### config.mk
export PLATFORM = sky130hd
export DESIGN_NAME = cdb_arbiter_flat
export DESIGN_NICKNAME = d
export VERILOG_FILES = /design/src/rtl/backend_types.sv /design/src/rtl/cdb_arbiter_if.sv /design/src/rtl/rr_arbiter.sv /design/src/rtl/cdb_arbiter.sv /design/src/flat_wrapper.sv
export SDC_FILE = /design/constraint.sdc
export NUM_CORES = 1
export LEC_CHECK = 0
export ABC_AREA = 1
export CAP_MARGIN = 20
export CORE_ASPECT_RATIO = 0.5
export CORE_UTILIZATION = 38
export CTS_CLUSTER_DIAMETER = 60
export DETAILED_ROUTE_END_ITERATION = 10
export HOLD_SLACK_MARGIN = 0.1
export PLACE_DENSITY = 0.84
export REMOVE_ABC_BUFFERS = 1
export SYNTH_ARGS = -nofsm -noshare
export SYNTH_HDL_FRONTEND = slang
export SYNTH_SLANG_ARGS = --single-unit
### constraint.sdc
create_clock -name clk -period 2.4 [get_ports clk]
set_clock_uncertainty 0.15 [all_clocks]
set_input_delay 0.24 -clock clk [delete_from_list [all_inputs] [get_ports clk]]
set_output_delay 0.24 -clock clk [all_outputs]
set_load 0.005 [all_outputs]
### src/rtl/backend_types.sv
// Backend-wide types shared by the CDB arbiter and its consumers:
// payload struct, requester indices and branch-mask helpers.
package backend_types;

  localparam int PHYS_REG_WIDTH = 6;
  localparam int ROB_ADDR_WIDTH = 5;
  localparam int COB_DEPTH      = 4;
  localparam int COB_ADDR_WIDTH = 2;

  typedef enum logic [1:0] {
    CDB_INT = 2'd0,
    CDB_MUD = 2'd1,
    CDB_BRA = 2'd2,
    CDB_MEM = 2'd3
  } cdb_req_e;

  typedef struct packed {
    logic [PHYS_REG_WIDTH-1:0] prd;
    logic [ROB_ADDR_WIDTH-1:0] rob_index;
    logic [31:0]               data;
    logic [COB_DEPTH-1:0]      branch_mask;
  } cdb_entry_t;

  // Clears one branch-dependency bit when a correctly predicted branch resolves.
  function automatic logic [COB_DEPTH-1:0] mask_clear(
    input logic [COB_DEPTH-1:0]      mask,
    input logic [COB_ADDR_WIDTH-1:0] tag,
    input logic                      en
  );
    logic [COB_DEPTH-1:0] res;
    res = mask;
    if (en) begin
      res[tag] = 1'b0;
    end else begin
      res = mask;
    end
    return res;
  endfunction

endpackage

### src/rtl/cdb_arbiter_if.sv
// Writeback request ports, branch-resolution broadcast and CDB output
// bundled between the execution units and the CDB arbiter.
interface cdb_arbiter_if #(parameter int NUM_REQ = 4);

  logic [NUM_REQ-1:0]                      req_valid;
  backend_types::cdb_entry_t [NUM_REQ-1:0] req_entry;
  logic [NUM_REQ-1:0]                      req_ready;
  logic                                    brb_broadcast;
  logic [backend_types::COB_ADDR_WIDTH-1:0] brb_tag;
  logic                                    brb_clean;
  logic                                    brb_kill;
  logic                                    cdb_valid;
  backend_types::cdb_entry_t               cdb_entry;

  modport master (
    output req_valid, req_entry, brb_broadcast, brb_tag, brb_clean, brb_kill,
    input  req_ready, cdb_valid, cdb_entry
  );

  modport slave (
    input  req_valid, req_entry, brb_broadcast, brb_tag, brb_clean, brb_kill,
    output req_ready, cdb_valid, cdb_entry
  );

endinterface

### src/rtl/rr_arbiter.sv
// Combinational round-robin pick: first eligible index at or after rr_ptr,
// wrapping modulo NUM_REQ.
module rr_arbiter #(
  parameter int NUM_REQ = 4,
  localparam int IDX_W  = (NUM_REQ > 1) ? $clog2(NUM_REQ) : 1
) (
  input  logic [NUM_REQ-1:0] elig,
  input  logic [IDX_W-1:0]   rr_ptr,
  output logic [NUM_REQ-1:0] grant,
  output logic [IDX_W-1:0]   winner,
  output logic               any
);

  // Scan downward in priority order so the closest eligible index wins last.
  always_comb begin : scan
    logic [IDX_W-1:0] sel;
    grant  = '0;
    winner = '0;
    sel    = '0;
    any    = |elig;
    for (int k = NUM_REQ - 1; k >= 0; k--) begin
      sel    = IDX_W'((int'(rr_ptr) + k) % NUM_REQ);
      winner = elig[sel] ? sel : winner;
    end
    grant[winner] = any;
  end

endmodule

### src/rtl/cdb_arbiter.sv
// Round-robin arbiter placing one writeback result per cycle on the CDB,
// squashing or cleaning results on branch-resolution broadcasts.
module cdb_arbiter
  import backend_types::*;
#(
  parameter int NUM_REQ = 4
) (
  input  logic          clk,
  input  logic          rst,
  cdb_arbiter_if.slave  bus
);

  localparam int IDX_W = (NUM_REQ > 1) ? $clog2(NUM_REQ) : 1;

  logic               kill_s;
  logic               clean_s;
  logic [NUM_REQ-1:0] elig_s;
  logic [NUM_REQ-1:0] grant_s;
  logic [IDX_W-1:0]   winner_s;
  logic               any_s;
  cdb_entry_t         win_entry_s;

  logic [IDX_W-1:0]   rr_ptr_r;
  logic               out_valid_r;
  cdb_entry_t         out_entry_r;

  assign kill_s  = bus.brb_broadcast & bus.brb_kill;
  assign clean_s = bus.brb_broadcast & bus.brb_clean;

  // A requester whose result depends on the mispredicted branch cannot win.
  always_comb begin
    elig_s = '0;
    for (int i = 0; i < NUM_REQ; i++) begin
      elig_s[i] = bus.req_valid[i] & ~(kill_s & bus.req_entry[i].branch_mask[bus.brb_tag]);
    end
  end

  rr_arbiter #(.NUM_REQ(NUM_REQ)) u_rr (
    .elig   (elig_s),
    .rr_ptr (rr_ptr_r),
    .grant  (grant_s),
    .winner (winner_s),
    .any    (any_s)
  );

  // Winner payload with a same-cycle clean applied before it is registered.
  always_comb begin
    win_entry_s             = bus.req_entry[winner_s];
    win_entry_s.branch_mask = mask_clear(bus.req_entry[winner_s].branch_mask, bus.brb_tag, clean_s);
  end

  // Round-robin pointer and the CDB output register.
  always_ff @(posedge clk or posedge rst) begin
    if (rst) begin
      rr_ptr_r    <= '0;
      out_valid_r <= 1'b0;
      out_entry_r <= '0;
    end else if (any_s) begin
      rr_ptr_r    <= (winner_s == IDX_W'(NUM_REQ - 1)) ? '0 : winner_s + IDX_W'(1);
      out_valid_r <= 1'b1;
      out_entry_r <= win_entry_s;
    end else begin
      out_valid_r <= 1'b0;
    end
  end

  // Grants are withheld during reset; the held result is squashed or cleaned
  // by a broadcast arriving while it sits on the bus.
  always_comb begin
    if (rst) begin
      bus.req_ready = '0;
    end else begin
      bus.req_ready = grant_s;
    end
    bus.cdb_valid             = out_valid_r & ~(kill_s & out_entry_r.branch_mask[bus.brb_tag]);
    bus.cdb_entry             = out_entry_r;
    bus.cdb_entry.branch_mask = mask_clear(out_entry_r.branch_mask, bus.brb_tag, clean_s);
  end

endmodule

### src/flat_wrapper.sv
// flat-port wrapper written by rule: the top's interface ports become plain ports
module cdb_arbiter_flat import backend_types::*;
#(
  parameter int NUM_REQ = 4
)
  (clk, rst, bus_req_valid, bus_req_entry, bus_brb_broadcast, bus_brb_tag, bus_brb_clean, bus_brb_kill, bus_req_ready, bus_cdb_valid, bus_cdb_entry);
  cdb_arbiter_if #(.NUM_REQ(NUM_REQ)) bus_i ();
  input  logic clk;
  input  logic rst;
  input wire logic [$bits(bus_i.req_valid)-1:0] bus_req_valid;
  input wire logic [$bits(bus_i.req_entry)-1:0] bus_req_entry;
  input wire logic [$bits(bus_i.brb_broadcast)-1:0] bus_brb_broadcast;
  input wire logic [$bits(bus_i.brb_tag)-1:0] bus_brb_tag;
  input wire logic [$bits(bus_i.brb_clean)-1:0] bus_brb_clean;
  input wire logic [$bits(bus_i.brb_kill)-1:0] bus_brb_kill;
  output wire logic [$bits(bus_i.req_ready)-1:0] bus_req_ready;
  output wire logic [$bits(bus_i.cdb_valid)-1:0] bus_cdb_valid;
  output wire logic [$bits(bus_i.cdb_entry)-1:0] bus_cdb_entry;
  assign bus_i.req_valid = bus_req_valid;
  assign bus_i.req_entry = bus_req_entry;
  assign bus_i.brb_broadcast = bus_brb_broadcast;
  assign bus_i.brb_tag = bus_brb_tag;
  assign bus_i.brb_clean = bus_brb_clean;
  assign bus_i.brb_kill = bus_brb_kill;
  assign bus_req_ready = bus_i.req_ready;
  assign bus_cdb_valid = bus_i.cdb_valid;
  assign bus_cdb_entry = bus_i.cdb_entry;
  cdb_arbiter #(.NUM_REQ(NUM_REQ)) u_core (.clk(clk), .rst(rst), .bus(bus_i));
endmodule
After elaboration in Yosys (flattened, before gate mapping)
Index checks and enable logic that the tools add are counted.

Add/subtract/negate cells: 4. $lt $le $gt $ge: 8. Eq/ne operators: 1. Mux-type cells: 33. Bitwise gates (word level): 21. Reductions and logical operators: 3.

Operators by type and width (number): $bmux W47 S2 (1); $mux W47 (1); $bmux W1 S2 (9); $lt A2 B3 Y1 const B (6); $and A1 B1 Y1 (12); $and A4 B4 Y4 (3); $mux W1 (12); $mux W4 (3); $mux W2 (5); $not A1 Y1 (5); $add A2 B1 Y2 const B (2); $add A2 B2 Y2 const B (2); $demux W1 S2 (2); $ge A2 B1 Y1 const B (2); $not A4 Y4 (1); $reduce_or A4 Y1 (1); $eq A2 B2 Y1 const B (1); $logic_and A1 B1 Y1 (2).

Register bits after elaboration: 50. Input bits: 199. Output and inout port bits: 52. Logic and storage cells: 76.

Longest topological paths before layout
Gate-level depths: netlist of run 1.

Word-level depth: 17. Depth in mapped cells: 21. Mapped depth without buffers: 19.

By module
Synthesis of run 1 repeated with hierarchy kept, for this count alone.

Cell total of the unflattened synthesis: 844. Area total of the unflattened synthesis: 4584.4 um^2.

By module, submodules not included: cdb_arbiter (instances 1, cells an instance 789, area an instance 4329.2 um^2, seq. area each 1251.2 um^2); rr_arbiter (instances 1, cells an instance 55, area an instance 255.2 um^2, seq. area each 0.0 um^2).

Least setup slack after synthesis of run 1
Ideal clock, no wire load.

Path kind: input-to-reg. Start point: input port bus_brb_tag[1]. End point: register u_core.rr_ptr_r[1]. Library setup time: 133 ps. Arrival: 2025 ps. Required time: 2117 ps. Slack: 92 ps. Cell stages on the path: 19. Buffers on the path: 3. Cell sequence: buf_2 -> inv_1 -> nand2_1 -> nand2_1 -> nand2_1 -> nand2_2 -> nand2_2 -> nand3_2 -> nand2_1 -> clkinv_2 -> nand2_2 -> nand2_4 -> nand2_2 -> buf_6 -> buf_4 -> inv_1 -> ha_1 -> nand2_1 -> o21ai_0.

Word-level cells in the longest chain between the ends: 13. Elaborated cells on any way between the ends: 36. Classes of those cells: 1 x add/sub; 1 x eq/ne; 21 x mux; 12 x bitwise; 1 x reduce/logical.

Ends and longest elaborated chain: start, declared (RTL line flat_wrapper.sv:13) `input wire logic [$bits(bus_i.brb_tag)-1:0] bus_brb_tag;`; $bmux W1 S2 (RTL line cdb_arbiter.sv:34) `elig_s[i] = bus.req_valid[i] & ~(kill_s & bus.req_entry[i].branch_mask[bus.brb_tag]);`; $mux W1 (implied by the code) (RTL line cdb_arbiter.sv:34); $and A1 B1 Y1 (RTL line cdb_arbiter.sv:34); $not A1 Y1 (RTL line cdb_arbiter.sv:34); $and A1 B1 Y1 (RTL line cdb_arbiter.sv:34); $bmux W1 S2 (RTL line rr_arbiter.sv:23) `winner = elig[sel] ? sel : winner;`; $mux W1 (implied by the code) (RTL line rr_arbiter.sv:23); $mux W2 (4 in a row) (RTL line rr_arbiter.sv:23); $add A2 B1 Y2 / $eq A2 B2 Y1 (equally long branches) (RTL line cdb_arbiter.sv:59) `rr_ptr_r <= (winner_s == IDX_W'(NUM_REQ - 1)) ? '0 : winner_s + IDX_W'(1);`; $mux W2 (RTL line cdb_arbiter.sv:59); end signal, assigned (RTL line cdb_arbiter.sv:59); end, declared (RTL line cdb_arbiter.sv:23) `logic [IDX_W-1:0] rr_ptr_r;`.

Parallel ways exist; a longest one is shown, timed or not. The select of a mux whose other input is x is not followed. A chain may end at the register's enable or synchronous reset.

Worst setup path after layout of run 1
Start point: register u_core.rr_ptr_r[0]. End point: output port bus_req_ready[3].

Word-level cells in the longest chain between the ends: 13. Elaborated cells on any way between the ends: 22. Classes of those cells: 3 x add/sub; 2 x order compare; 15 x mux; 1 x bitwise; 1 x reduce/logical.

Ends and longest elaborated chain: $add A2 B2 Y2 (RTL line rr_arbiter.sv:22) `sel = IDX_W'((int'(rr_ptr) + k) % NUM_REQ);`; $bmux W1 S2 (RTL line rr_arbiter.sv:23); $mux W1 (implied by the code) (RTL line rr_arbiter.sv:23); $mux W2 (3 in a row) (RTL line rr_arbiter.sv:23); $mux W2 * (RTL line rr_arbiter.sv:23); $lt A2 B3 Y1 (implied by the code) / $ge A2 B1 Y1 (equally long branches) (RTL line rr_arbiter.sv:25) `grant[winner] = any;`; $logic_and A1 B1 Y1 (implied by the code) (RTL line rr_arbiter.sv:25); $mux W1 (implied by the code) (RTL line rr_arbiter.sv:25); $demux W1 S2 * (RTL line rr_arbiter.sv:25); $and A4 B4 Y4 (no line) *; $mux W4 * (RTL line cdb_arbiter.sv:70) `if (rst) begin`; end, declared (RTL line flat_wrapper.sv:16) `output wire logic [$bits(bus_i.req_ready)-1:0] bus_req_ready;`.

Mark *: on every way between the ends. The rest lies on a longest branch, timed or not. The select of a mux whose other input is x is not followed.

==> metrics.yaml, run 1 <==
grt_max_degree: 61
worstMarginPinSlew_ns: 0.659
synth_largest_area_cell: "nand2_1"
firstDrtPassIters: 8
clock_sinks: 50
finalMaxSlewViolations: 0
yosysTopAreaCellShare_pct: 25.1
ant_nets: 0
cts_tree: "yes"
power_w: 0.0109
grt_pass1_wl_mm: 28.2
syn_avg_cell_area_um2: 5.83
netlist_area_um2: 5060
endpoint_kind: "primary output"
grt_usage_pct: 25.5
cts.clk_slew.worst_paths_ns: 0.07
vias: 6083
power_frac_seq_pct: 14.7
hold-worst-slack_ns: 0.318
drtIter0Drc: 420
drt_wl_total_mm: 18.1
violations: "DRC, setup timing"
drc: 2
p_comb_share_pct: 77.8
dp_hpwl_mm: 13.1
area_growth_pct: 56.0
cellPowerDensity_nw_per_um2: 1390
clock_latency_ns: 0.29
crit_type: "register to primary output"
synth_cells: 869
p_int_w: 0.00538
worst_slack_ns: -0.0955
cpMaxStageDelayCell: "dfrtp_2"
cts-buffers-inserted: 5
portBuffers: 250
core_um2: 12800
synth_area_leaders: "nand2_1, dfrtp_1, nand3_1"
use_met2_pct: 45.8
gr-usage-met3_pct: 3.23
layout_min_cycle_time_ns: 2.50
avgRoutedWirePerCell_um: 14.6
status: "finished, violations left"
relSlewSlack_pct: 56.0
place_congestion: 0.909
ys_warn_count: 0
max_stage_delay_ns: 0.50
synth_cell_type_count: 24
synth-seq-area-share_pct: 24.7
n_antenna_cell: 0
critPathLaunchType: "register"
mostFrequentLayoutCell: "nand2_1"
antenna_found_initial: 0
fmax_mhz: 401
avgViaCountPerCell: 4.88
setup-violations-final: 4
rsz0062_at_grt: "true"
die_area_um2: 13800
utilization_pct: 61.5
fin_crit_sh_pct: 104
die_w_um: 165
drive_gt1_share_pct: 10.4
clockBufferDepth: 2
cts_root_buf: "clkbuf_16"
drv_cap: 0
final_nets: 1278
dieHeight_um: 83.6
start_util_pct: 39.4
hold_class: "input pin to register"
cp_cell_sequence: "nor2_4 -> nand3_2 -> nand2_2 -> inv_2 -> nand2_1 -> nor2_1 -> nand2_1 -> nand2_2 -> a21oi_4 -> ha_2 -> inv_1 -> nor2_1 -> buf_2"
worst_ep_required_time_ns: 2.01
leakage_nw: 4.20
ir_drop_v: 0.00103
fp-row-count: 29
io_pins: 251
path_max_fanout: 6
ys_seq_elements: 50
layout_common_cells: "nand2_1, clkdlybuf4s50_1, nand3_1"
htree_levels: 2
p_sw_share_pct: 50.8
grt_overflow: 0
grt_pass1_vias: 5802
p_clk_share_pct: 7.5
grt_busiest_layer: "met2"
final_hold_viol_count: 0
cp.arrival_ns: 2.11
use_met1_pct: 30.4
switching_power_w: 0.00556
cell type report:
cell class | count | area, µm²
clock buffers | 5 | 125
clock inverters | 3 | 40.0
fillers | 1169 | 4950
inverters | 146 | 563
multi-input cells | 578 | 2810
flip-flops and latches | 50 | 1250
well taps | 170 | 213
repair buffers | 294 | 2900
cell usage after synthesis:
master       n
o2111ai_1    1
buf_6        5
clkinv_2     1
a21oi_1      6
nand3_1    157
o21ai_0      1
clkinv_1     1
a21oi_2      1
dfrtp_1     50
nand2_2      6
nor2_1      12
nand3b_1    43
a21boi_0     4
nand3_4      1
nand4_1      1
nand3_2      2
clkbuf_1    15
buf_2       24
nand2_1    338
ha_1         4
nand2_4      1
inv_1      142
inv_2        2
buf_4       51
registers in the layout, summed over array words and instances, names as in the netlist:
name                  cells
u_core.out_entry_r        4
u_core.rr_ptr_r           2
u_core.bus.cdb_entry     43
u_core.out_valid_r        1
power by group through the flow:
stage / logic (W) / clock network, W / registers, W
after detailed placement: 0.00768 / 0 / 0.00160
final: 0.00852 / 0.000816 / 0.00161
after floorplan: 0.00453 / 0 / 0.00162
after CTS: 0.00795 / 0.000825 / 0.00160
after global routing: 0.00944 / 0.000865 / 0.00167
after global placement: 0.00749 / 0 / 0.00159
cells by family (layout without fill, tap and decap cells):
| logic type | Yosys count | in the layout | share of synthesized area (%) |
|---|---|---|---|
| compound gates | 13 | 13 | 1.63 |
| fa+ha+maj | 4 | 4 | 0.988 |
| simple gates | 561 | 561 | 49.7 |
| buf+inv | 241 | 448 | 23.0 |
| flops | 50 | 50 | 24.7 |
repair_timing:
action	in CTS	in global routing
hold buffers	0	0
gates cloned	0	1
endpoints found under the setup margin	54	51
resized for setup	81	33
setup buffers	6	2
pin swaps	28	28
path summary, 6_finish.rpt:
path	endpoint	slack, ns	from	depth (start not counted)
max	bus_req_ready[3]	-0.1	u_core.rr_ptr_r[0]	13
min	u_core.out_entry_r[1]	0.32	bus_req_entry[95]	5
max reg2reg	u_core.bus.cdb_entry[20]	0.03	u_core.rr_ptr_r[0]	14
min reg2reg	u_core.bus.cdb_entry[10]	0.33	u_core.bus.cdb_entry[10]	2
max in group asynchronous	u_core.rr_ptr_r[0]	1.29	rst	3
min in group asynchronous	u_core.bus.cdb_entry[30]	0.35	rst	3
critical path: cells and delay by family (launching register included):
kind,cells,cell delay (ns)
AO/OA/AOI/OAI,1,0.20
adder cells (fa/ha/maj),1,0.21
buffers and inverters,3,0.21
flip-flops,1,0.50
AND/OR/NAND/NOR,8,0.68
routing by layer:
| layer | vias to the layer above | share of wire, % |
|---|---|---|
| met1 | 2806 | 40 |
| met5 | - | 0 |
| met4 | 0 | 4.2 |
| li1 | 3016 | - |
| met2 | 205 | 51 |
| met3 | 56 | 5.1 |
stage by stage:
step,setup WS [ns],cells,instance area (µm²),TNS (ns)
floorplan,-1.23,774,4450,-48.17
global placement,-0.892,1230,7470,-38.06
detailed placement,-0.949,1230,7470,-41.77
CTS,-0.00569,1244,7750,-0.0186
global route,-0.165,1246,7900,-1.04
finish,-0.0955,1246,7900,-0.245
No activity file was read; power rests on OpenSTA's default activity.
==> inputs of run 2 (changes only) <==
--- a/config.mk
+++ b/config.mk
@@ -9,7 +9,6 @@
 export CAP_MARGIN = 20
 export CORE_ASPECT_RATIO = 0.5
 export CORE_UTILIZATION = 38
-export CTS_CLUSTER_DIAMETER = 60
 export DETAILED_ROUTE_END_ITERATION = 10
 export HOLD_SLACK_MARGIN = 0.1
 export PLACE_DENSITY = 0.84
==> results of run 2 <==
Final layout, timing and power as in run 1 (identical DEF).
